<file path="config.mk">
export PLATFORM = sky130hd
export DESIGN_NAME = download_scheduler_flat
export DESIGN_NICKNAME = d
export VERILOG_FILES = /design/src/rtl/download_scheduler_if.sv /design/src/rtl/download_scheduler.sv /design/src/flat_wrapper.sv
export SDC_FILE = /design/constraint.sdc
export NUM_CORES = 1
export LEC_CHECK = 0
export BUFFER_PORTS_ARGS = -buffer_cell sky130_fd_sc_hd__buf_4
export CAP_MARGIN = 10
export CELL_PAD_IN_SITES_DETAIL_PLACEMENT = 1
export CELL_PAD_IN_SITES_GLOBAL_PLACEMENT = 1
export CORE_ASPECT_RATIO = 1.75
export CORE_MARGIN = 2
export CORE_UTILIZATION = 47
export DETAILED_ROUTE_END_ITERATION = 16
export GPL_ROUTABILITY_DRIVEN = 0
export PLACE_DENSITY_LB_ADDON = 0.12
export SYNTH_ARGS = -nofsm -noshare
export SYNTH_HDL_FRONTEND = slang
export SYNTH_SLANG_ARGS = --single-unit
</file>
<file path="constraint.sdc">
create_clock -name i_clk -period 6.5 [get_ports i_clk]
set_clock_uncertainty 0.05 [all_clocks]
set_input_delay 0.975 -clock i_clk [delete_from_list [all_inputs] [get_ports i_clk]]
set_output_delay 0.975 -clock i_clk [all_outputs]
set_load 0.01 [all_outputs]
</file>
<file path="src/rtl/download_scheduler_if.sv">
// Handshake bundle between the download scheduler and the camera/percent pairs.
// The master side drives the request and camera status; the slave side is the scheduler.
interface download_scheduler_if #(
  parameter int PCT_W = 4
);
  logic             dl_req;
  logic [PCT_W-1:0] cam1_pct;
  logic [PCT_W-1:0] cam2_pct;
  logic             cam1_film;
  logic             cam2_film;
  logic [1:0]       grant;
  logic [1:0]       drain_en;
  logic             busy;
  logic             done;
  logic             err_to;
  logic             last_srv;

  modport master (
    output dl_req, cam1_pct, cam2_pct, cam1_film, cam2_film,
    input  grant, drain_en, busy, done, err_to, last_srv
  );

  modport slave (
    input  dl_req, cam1_pct, cam2_pct, cam1_film, cam2_film,
    output grant, drain_en, busy, done, err_to, last_srv
  );
endinterface

</file>
<file path="src/rtl/download_scheduler.sv">
// Round-robin owner of the ground-link download channel for two cameras, draining
// one buffer at a time with a stall watchdog and a forced turnaround gap.
//
// state | meaning
// IDLE  | no owner; wait for dl_req with an eligible camera
// ARB   | one cycle; pick the owner, load grant/drain_en
// DRAIN | owner buffer being emptied; watch for done, abort or stall
// GAP   | channel turnaround, GAP_CYCLES cycles with no grant
module download_scheduler #(
  parameter int PCT_W      = 4,
  parameter int MAX_PCT    = 10,
  parameter int GAP_CYCLES = 4,
  parameter int TIMEOUT    = 64
) (
  input  logic                  i_clk,
  input  logic                  i_rst_n,
  download_scheduler_if.slave   bus
);

  localparam int WD_W  = $clog2(TIMEOUT);
  localparam int GAP_W = $clog2(GAP_CYCLES + 1);

  localparam logic [PCT_W-1:0] MAX_CODE = PCT_W'(MAX_PCT);
  localparam logic [WD_W-1:0]  WD_TC    = WD_W'(TIMEOUT - 1);
  localparam logic [GAP_W-1:0] GAP_TC   = GAP_W'(GAP_CYCLES - 1);

  typedef enum logic [1:0] {
    S_IDLE  = 2'd0,
    S_ARB   = 2'd1,
    S_DRAIN = 2'd2,
    S_GAP   = 2'd3
  } state_t;

  state_t           r_state;
  logic [1:0]       r_grant;
  logic             r_done;
  logic             r_err_to;
  logic             r_last_srv;
  logic             r_busy;
  logic [WD_W-1:0]  r_wd;
  logic [GAP_W-1:0] r_gap;
  logic [PCT_W-1:0] r_pct;

  state_t           w_nxt_state;
  logic [1:0]       w_nxt_grant;
  logic             w_nxt_done;
  logic             w_nxt_err_to;
  logic             w_nxt_last_srv;
  logic [WD_W-1:0]  w_nxt_wd;
  logic [GAP_W-1:0] w_nxt_gap;
  logic [PCT_W-1:0] w_nxt_pct;

  logic [PCT_W-1:0] w_pct1;
  logic [PCT_W-1:0] w_pct2;
  logic             w_elig1;
  logic             w_elig2;
  logic             w_own2;
  logic [PCT_W-1:0] w_own_pct;
  logic             w_own_film;

  // Codes above full scale read as full so a glitchy percent input cannot fake a change.
  assign w_pct1  = (bus.cam1_pct > MAX_CODE) ? MAX_CODE : bus.cam1_pct;
  assign w_pct2  = (bus.cam2_pct > MAX_CODE) ? MAX_CODE : bus.cam2_pct;
  assign w_elig1 = (w_pct1 != '0) && !bus.cam1_film;
  assign w_elig2 = (w_pct2 != '0) && !bus.cam2_film;

  assign w_own2     = r_grant[1];
  assign w_own_pct  = w_own2 ? w_pct2 : w_pct1;
  assign w_own_film = w_own2 ? bus.cam2_film : bus.cam1_film;

  always_comb begin
    w_nxt_state    = r_state;
    w_nxt_grant    = r_grant;
    w_nxt_done     = 1'b0;
    w_nxt_err_to   = r_err_to;
    w_nxt_last_srv = r_last_srv;
    w_nxt_wd       = r_wd;
    w_nxt_gap      = r_gap;
    w_nxt_pct      = r_pct;

    case (r_state)
      S_IDLE: begin
        w_nxt_grant = 2'b00;
        if (bus.dl_req && (w_elig1 || w_elig2)) begin
          w_nxt_state = S_ARB;
        end
      end

      S_ARB: begin
        w_nxt_wd = '0;
        if (w_elig1 && w_elig2) begin
          w_nxt_grant = r_last_srv ? 2'b01 : 2'b10;
          w_nxt_pct   = r_last_srv ? w_pct1 : w_pct2;
          w_nxt_state = S_DRAIN;
        end else if (w_elig1) begin
          w_nxt_grant = 2'b01;
          w_nxt_pct   = w_pct1;
          w_nxt_state = S_DRAIN;
        end else if (w_elig2) begin
          w_nxt_grant = 2'b10;
          w_nxt_pct   = w_pct2;
          w_nxt_state = S_DRAIN;
        end else begin
          w_nxt_grant = 2'b00;
          w_nxt_state = S_IDLE;
        end
      end

      S_DRAIN: begin
        if (!bus.dl_req || w_own_film) begin
          w_nxt_grant = 2'b00;
          w_nxt_gap   = '0;
          w_nxt_state = S_GAP;
        end else if (w_own_pct == '0) begin
          w_nxt_done     = 1'b1;
          w_nxt_last_srv = w_own2;
          w_nxt_grant    = 2'b00;
          w_nxt_gap      = '0;
          w_nxt_state    = S_GAP;
        end else if (r_wd == WD_TC) begin
          w_nxt_err_to   = 1'b1;
          w_nxt_last_srv = w_own2;
          w_nxt_grant    = 2'b00;
          w_nxt_gap      = '0;
          w_nxt_state    = S_GAP;
        end else begin
          // Any movement of the fill level, up or down, counts as progress.
          w_nxt_pct = w_own_pct;
          if (w_own_pct != r_pct) begin
            w_nxt_wd = '0;
          end else if (r_wd != WD_TC) begin
            w_nxt_wd = r_wd + WD_W'(1);
          end
        end
      end

      S_GAP: begin
        w_nxt_grant = 2'b00;
        if (r_gap >= GAP_TC) begin
          w_nxt_state = S_IDLE;
        end else begin
          w_nxt_gap = r_gap + GAP_W'(1);
        end
      end

      default: begin
        w_nxt_grant = 2'b00;
        w_nxt_state = S_IDLE;
      end
    endcase
  end

  always_ff @(posedge i_clk or negedge i_rst_n) begin
    if (!i_rst_n) begin
      r_state    <= S_IDLE;
      r_grant    <= 2'b00;
      r_done     <= 1'b0;
      r_err_to   <= 1'b0;
      r_last_srv <= 1'b0;
      r_busy     <= 1'b0;
      r_wd       <= '0;
      r_gap      <= '0;
      r_pct      <= '0;
    end else begin
      r_state    <= w_nxt_state;
      r_grant    <= w_nxt_grant;
      r_done     <= w_nxt_done;
      r_err_to   <= w_nxt_err_to;
      r_last_srv <= w_nxt_last_srv;
      r_busy     <= (w_nxt_state != S_IDLE);
      r_wd       <= w_nxt_wd;
      r_gap      <= w_nxt_gap;
      r_pct      <= w_nxt_pct;
    end
  end

  assign bus.grant    = r_grant;
  assign bus.drain_en = r_grant;
  assign bus.busy     = r_busy;
  assign bus.done     = r_done;
  assign bus.err_to   = r_err_to;
  assign bus.last_srv = r_last_srv;

endmodule

</file>
<file path="src/flat_wrapper.sv">
// flat-port wrapper written by rule: the top's interface ports become plain ports
module download_scheduler_flat 
#(
  parameter int PCT_W      = 4,
  parameter int MAX_PCT    = 10,
  parameter int GAP_CYCLES = 4,
  parameter int TIMEOUT    = 64
)
  (i_clk, i_rst_n, bus_dl_req, bus_cam1_pct, bus_cam2_pct, bus_cam1_film, bus_cam2_film, bus_grant, bus_drain_en, bus_busy, bus_done, bus_err_to, bus_last_srv);
  download_scheduler_if #(.PCT_W(PCT_W)) bus_i ();
  input  logic i_clk;
  input  logic i_rst_n;
  input wire logic [$bits(bus_i.dl_req)-1:0] bus_dl_req;
  input wire logic [$bits(bus_i.cam1_pct)-1:0] bus_cam1_pct;
  input wire logic [$bits(bus_i.cam2_pct)-1:0] bus_cam2_pct;
  input wire logic [$bits(bus_i.cam1_film)-1:0] bus_cam1_film;
  input wire logic [$bits(bus_i.cam2_film)-1:0] bus_cam2_film;
  output wire logic [$bits(bus_i.grant)-1:0] bus_grant;
  output wire logic [$bits(bus_i.drain_en)-1:0] bus_drain_en;
  output wire logic [$bits(bus_i.busy)-1:0] bus_busy;
  output wire logic [$bits(bus_i.done)-1:0] bus_done;
  output wire logic [$bits(bus_i.err_to)-1:0] bus_err_to;
  output wire logic [$bits(bus_i.last_srv)-1:0] bus_last_srv;
  assign bus_i.dl_req = bus_dl_req;
  assign bus_i.cam1_pct = bus_cam1_pct;
  assign bus_i.cam2_pct = bus_cam2_pct;
  assign bus_i.cam1_film = bus_cam1_film;
  assign bus_i.cam2_film = bus_cam2_film;
  assign bus_grant = bus_i.grant;
  assign bus_drain_en = bus_i.drain_en;
  assign bus_busy = bus_i.busy;
  assign bus_done = bus_i.done;
  assign bus_err_to = bus_i.err_to;
  assign bus_last_srv = bus_i.last_srv;
  download_scheduler #(.PCT_W(PCT_W), .MAX_PCT(MAX_PCT), .GAP_CYCLES(GAP_CYCLES), .TIMEOUT(TIMEOUT)) u_core (.i_clk(i_clk), .i_rst_n(i_rst_n), .bus(bus_i));
endmodule
</file>
==> out/metrics.cfg <==
[drt]
routed_wl_mm=3.80
drt_iter0_drc=14
vias=1254
routed_via_density=6.27
ant_nets=0
firstDrtPassIters=4
wl_per_cell_microns=19.0
drc=0

[placed_design]
dp_hpwl_mm=3.05
place_area_sq_um=1610
port_buffers=20

[logic_synthesis]
synth_area_leaders=dfrtp_1 36%, ha_1 6.0%, mux2i_1 4.8%
ys_types=46
yosys_warnings=0
yosysTopAreaCell=dfrtp_1
synth_edf_count=0
syn_area_sq_um=1450
yosys_register_bits=21
synth_top_area_frac=0.363
ys_seq_area_frac=0.363
mappedNetlistNets=171
async_flop_share=1.00
synth.avg_cell_area_sq_um=9.60
synth_flop_cell=dfrtp_1
postSynthCellCount=151

[worst_setup_path]
worst_setup_path_end_kind=register
critPathTopFamily=multiplexers
rr_startpoint=u_core.r_state[0]$_DFF_PN0_
cp.buffers_inverters=1
cp_max_fo=6
critPathRequiredTime_ns=6.61
cp.arrival_ns=2.56
critPathSlowestCell=nor4_4
r2r_setup_slack_ns=4.25
crit_start=bus_cam2_pct[0]
cp_cell_sequence=buf_4, nor4_4, nor3_1, o22ai_2, mux2_1, mux2_2
cp-start-kind=primary input
crit_type=in -> reg
critPathMaxStageDelay_ns=0.41

[die]
initial_core_util=0.495
fp.coreArea_sq_um=2930
die_h_microns=77.5
io_pins=21
fp.dieW_microns=46.0
num_rows=26
dieArea_sq_um=3560

[clock_network]
cts.sinks=21
clk_pin_slew_ns=0.09
ctsResizeCount=0
postCtsHoldBufs=0
worstSkewPairLatency_ns=0.27
numCtsBuffers=3
htree_num_levels=1
tritoncts=done
cts_buffer_depth=2
post_cts_buffers=0
clock-root-buffer=clkbuf_8

[finish]
fin_nets=193
n_antenna_cell=0
syn_to_final_growth_pct=14.8
n_fill_cell=343
fin_area_sq_um=1660
drive_gt1_frac=0.238

[sta]
min_period_ns=2.44
drv_slew=0
relSlewSlack=0.563
final_hold_viol_count=0
fin_setup_tns_ns=0
tightest_slew_ns=0.652
fmax_mhz=409
period_share=0.376
finalSetupViolations=0
rsz0062_at_grt=false

[status]
status=completed

[power_and_ir_drop]
power_density_nw_per_um2=348
leakage_uw=0.000715
ir_worst_vdd_v=0.000222

[grt]
grt_max_degree=22
grt_use_total=0.241
grt_pass1_wl_mm=6.22
grt_pass1_vias=1337
antenna_found_initial=0
gr-total-overflow=0

[min_path]
worstHoldPathType=reg -> reg
hp-start=u_core.bus.err_to$_DFFE_PN0P_

[run]
maxCapViolCount=0

-- state kept, by name, indices dropped and copies added (netlist names) --
name                 flops
u_core.r_wd              6
u_core.r_pct             4
u_core.r_gap             3
u_core.bus.drain_en      2
u_core.r_state           2
u_core.bus.busy          1
u_core.bus.done          1
u_core.bus.err_to        1
u_core.bus.last_srv      1
-- worst min-delay path, delay by kind of cell, from the launching register on --
| family | cells | cell delay, ns |
|---|---|---|
| flops | 1 | 0.37 |
| compound gates | 1 | 0.07 |
| buf+inv | 1 | 0.06 |
-- final cells by class --
type	instances	area, sq um	share of cell area
Multi-Input combinational cell	116	862	0.518
Inverter	11	41.3	0.0248
Sequential cell	21	526	0.316
Timing Repair Buffer	20	150	0.0903
Clock buffer	3	41.3	0.0248
Tap cell	28	35.0	0.0211
Clock inverter	1	7.51	0.00451
-- final timing paths --
check                                                      to  cells past startpoint
max                               u_core.r_pct[3]$_DFFE_PN0P_                      6
min                             u_core.bus.err_to$_DFFE_PN0P_                      2
max reg2reg                       u_core.r_pct[3]$_DFFE_PN0P_                      6
min reg2reg                     u_core.bus.err_to$_DFFE_PN0P_                      2
max in group asynchronous  u_core.bus.drain_en[0]$_DFFE_PN0P_                      1
min in group asynchronous          u_core.r_wd[1]$_DFFE_PN0P_                      1
-- through the flow --
stage                     setup slack (ns)  utilization  instances  power [uW]  hold slack (ns)
after floorplan                       4.08            -        151         406            0.435
after global placement                3.83        0.551        196         476            0.449
after detailed placement              3.78        0.551        196         490            0.460
after CTS                             4.06        0.568        200         583            0.480
after global routing                  3.96        0.568        200         621            0.508
final                                 4.06        0.568        200         578            0.475
-- cell families (layout without fill, tap and decap cells) --
kind of cell	count (synthesis)	in the layout	synth area share
muxes	13	13	0.0950
and+or+nand+nor	51	51	0.207
buffers and inverters	14	35	0.0423
xor gates and xnor gates	3	3	0.0181
DFF	21	21	0.363
AOI/OAI and AO/OA	42	42	0.214
adders and majority gates	7	7	0.0604
-- Yosys cell counts (2+ instances only) --
library cell / count
dfrtp_1: 21
nand2_1: 15
inv_1: 11
o21ai_0: 10
nor2_1: 8
ha_1: 7
mux2i_1: 7
a21oi_1: 6
nand3_1: 6
and3_1: 5
mux2_2: 5
o21ai_1: 4
nand2b_1: 3
o22ai_1: 3
o31ai_1: 3
a41oi_1: 2
buf_4: 2
nor2b_1: 2
nor3_1: 2
nor4_4: 2
xnor2_1: 2
-- cells in the final DEF (no fill, tap or decap), drive strengths merged, types with 2 or more instances in the layout --
master and instances:
mux2 6, o31ai 3, and3 5, a41oi 2, buf 20, or3 2, o21ai 15, inv 11
nor4 2, nand2b 3, nor3 3, mux2i 7, nor2b 2, nand2 15, o22ai 4, ha 7
nor2 8, a21oi 6, xnor2 2, clkbuf 3, dfrtp 21, nand3 6
-- per-layer routing --
metal  global-route usage  share of wire
met1                0.252           0.37
met2                0.442           0.59
met5                    0              0
met3               0.0302          0.015
met4                0.106          0.027
-- power by group --
part           leakage (uW)  internal [uW]  total (uW)  switching (uW)
clock             0.0000217           43.5        92.0            48.5
combinational      0.000421            130         289             159
sequential         0.000272            163         197            34.8
total              0.000715            336         578             242
No activity file was read; power rests on OpenSTA's default activity.
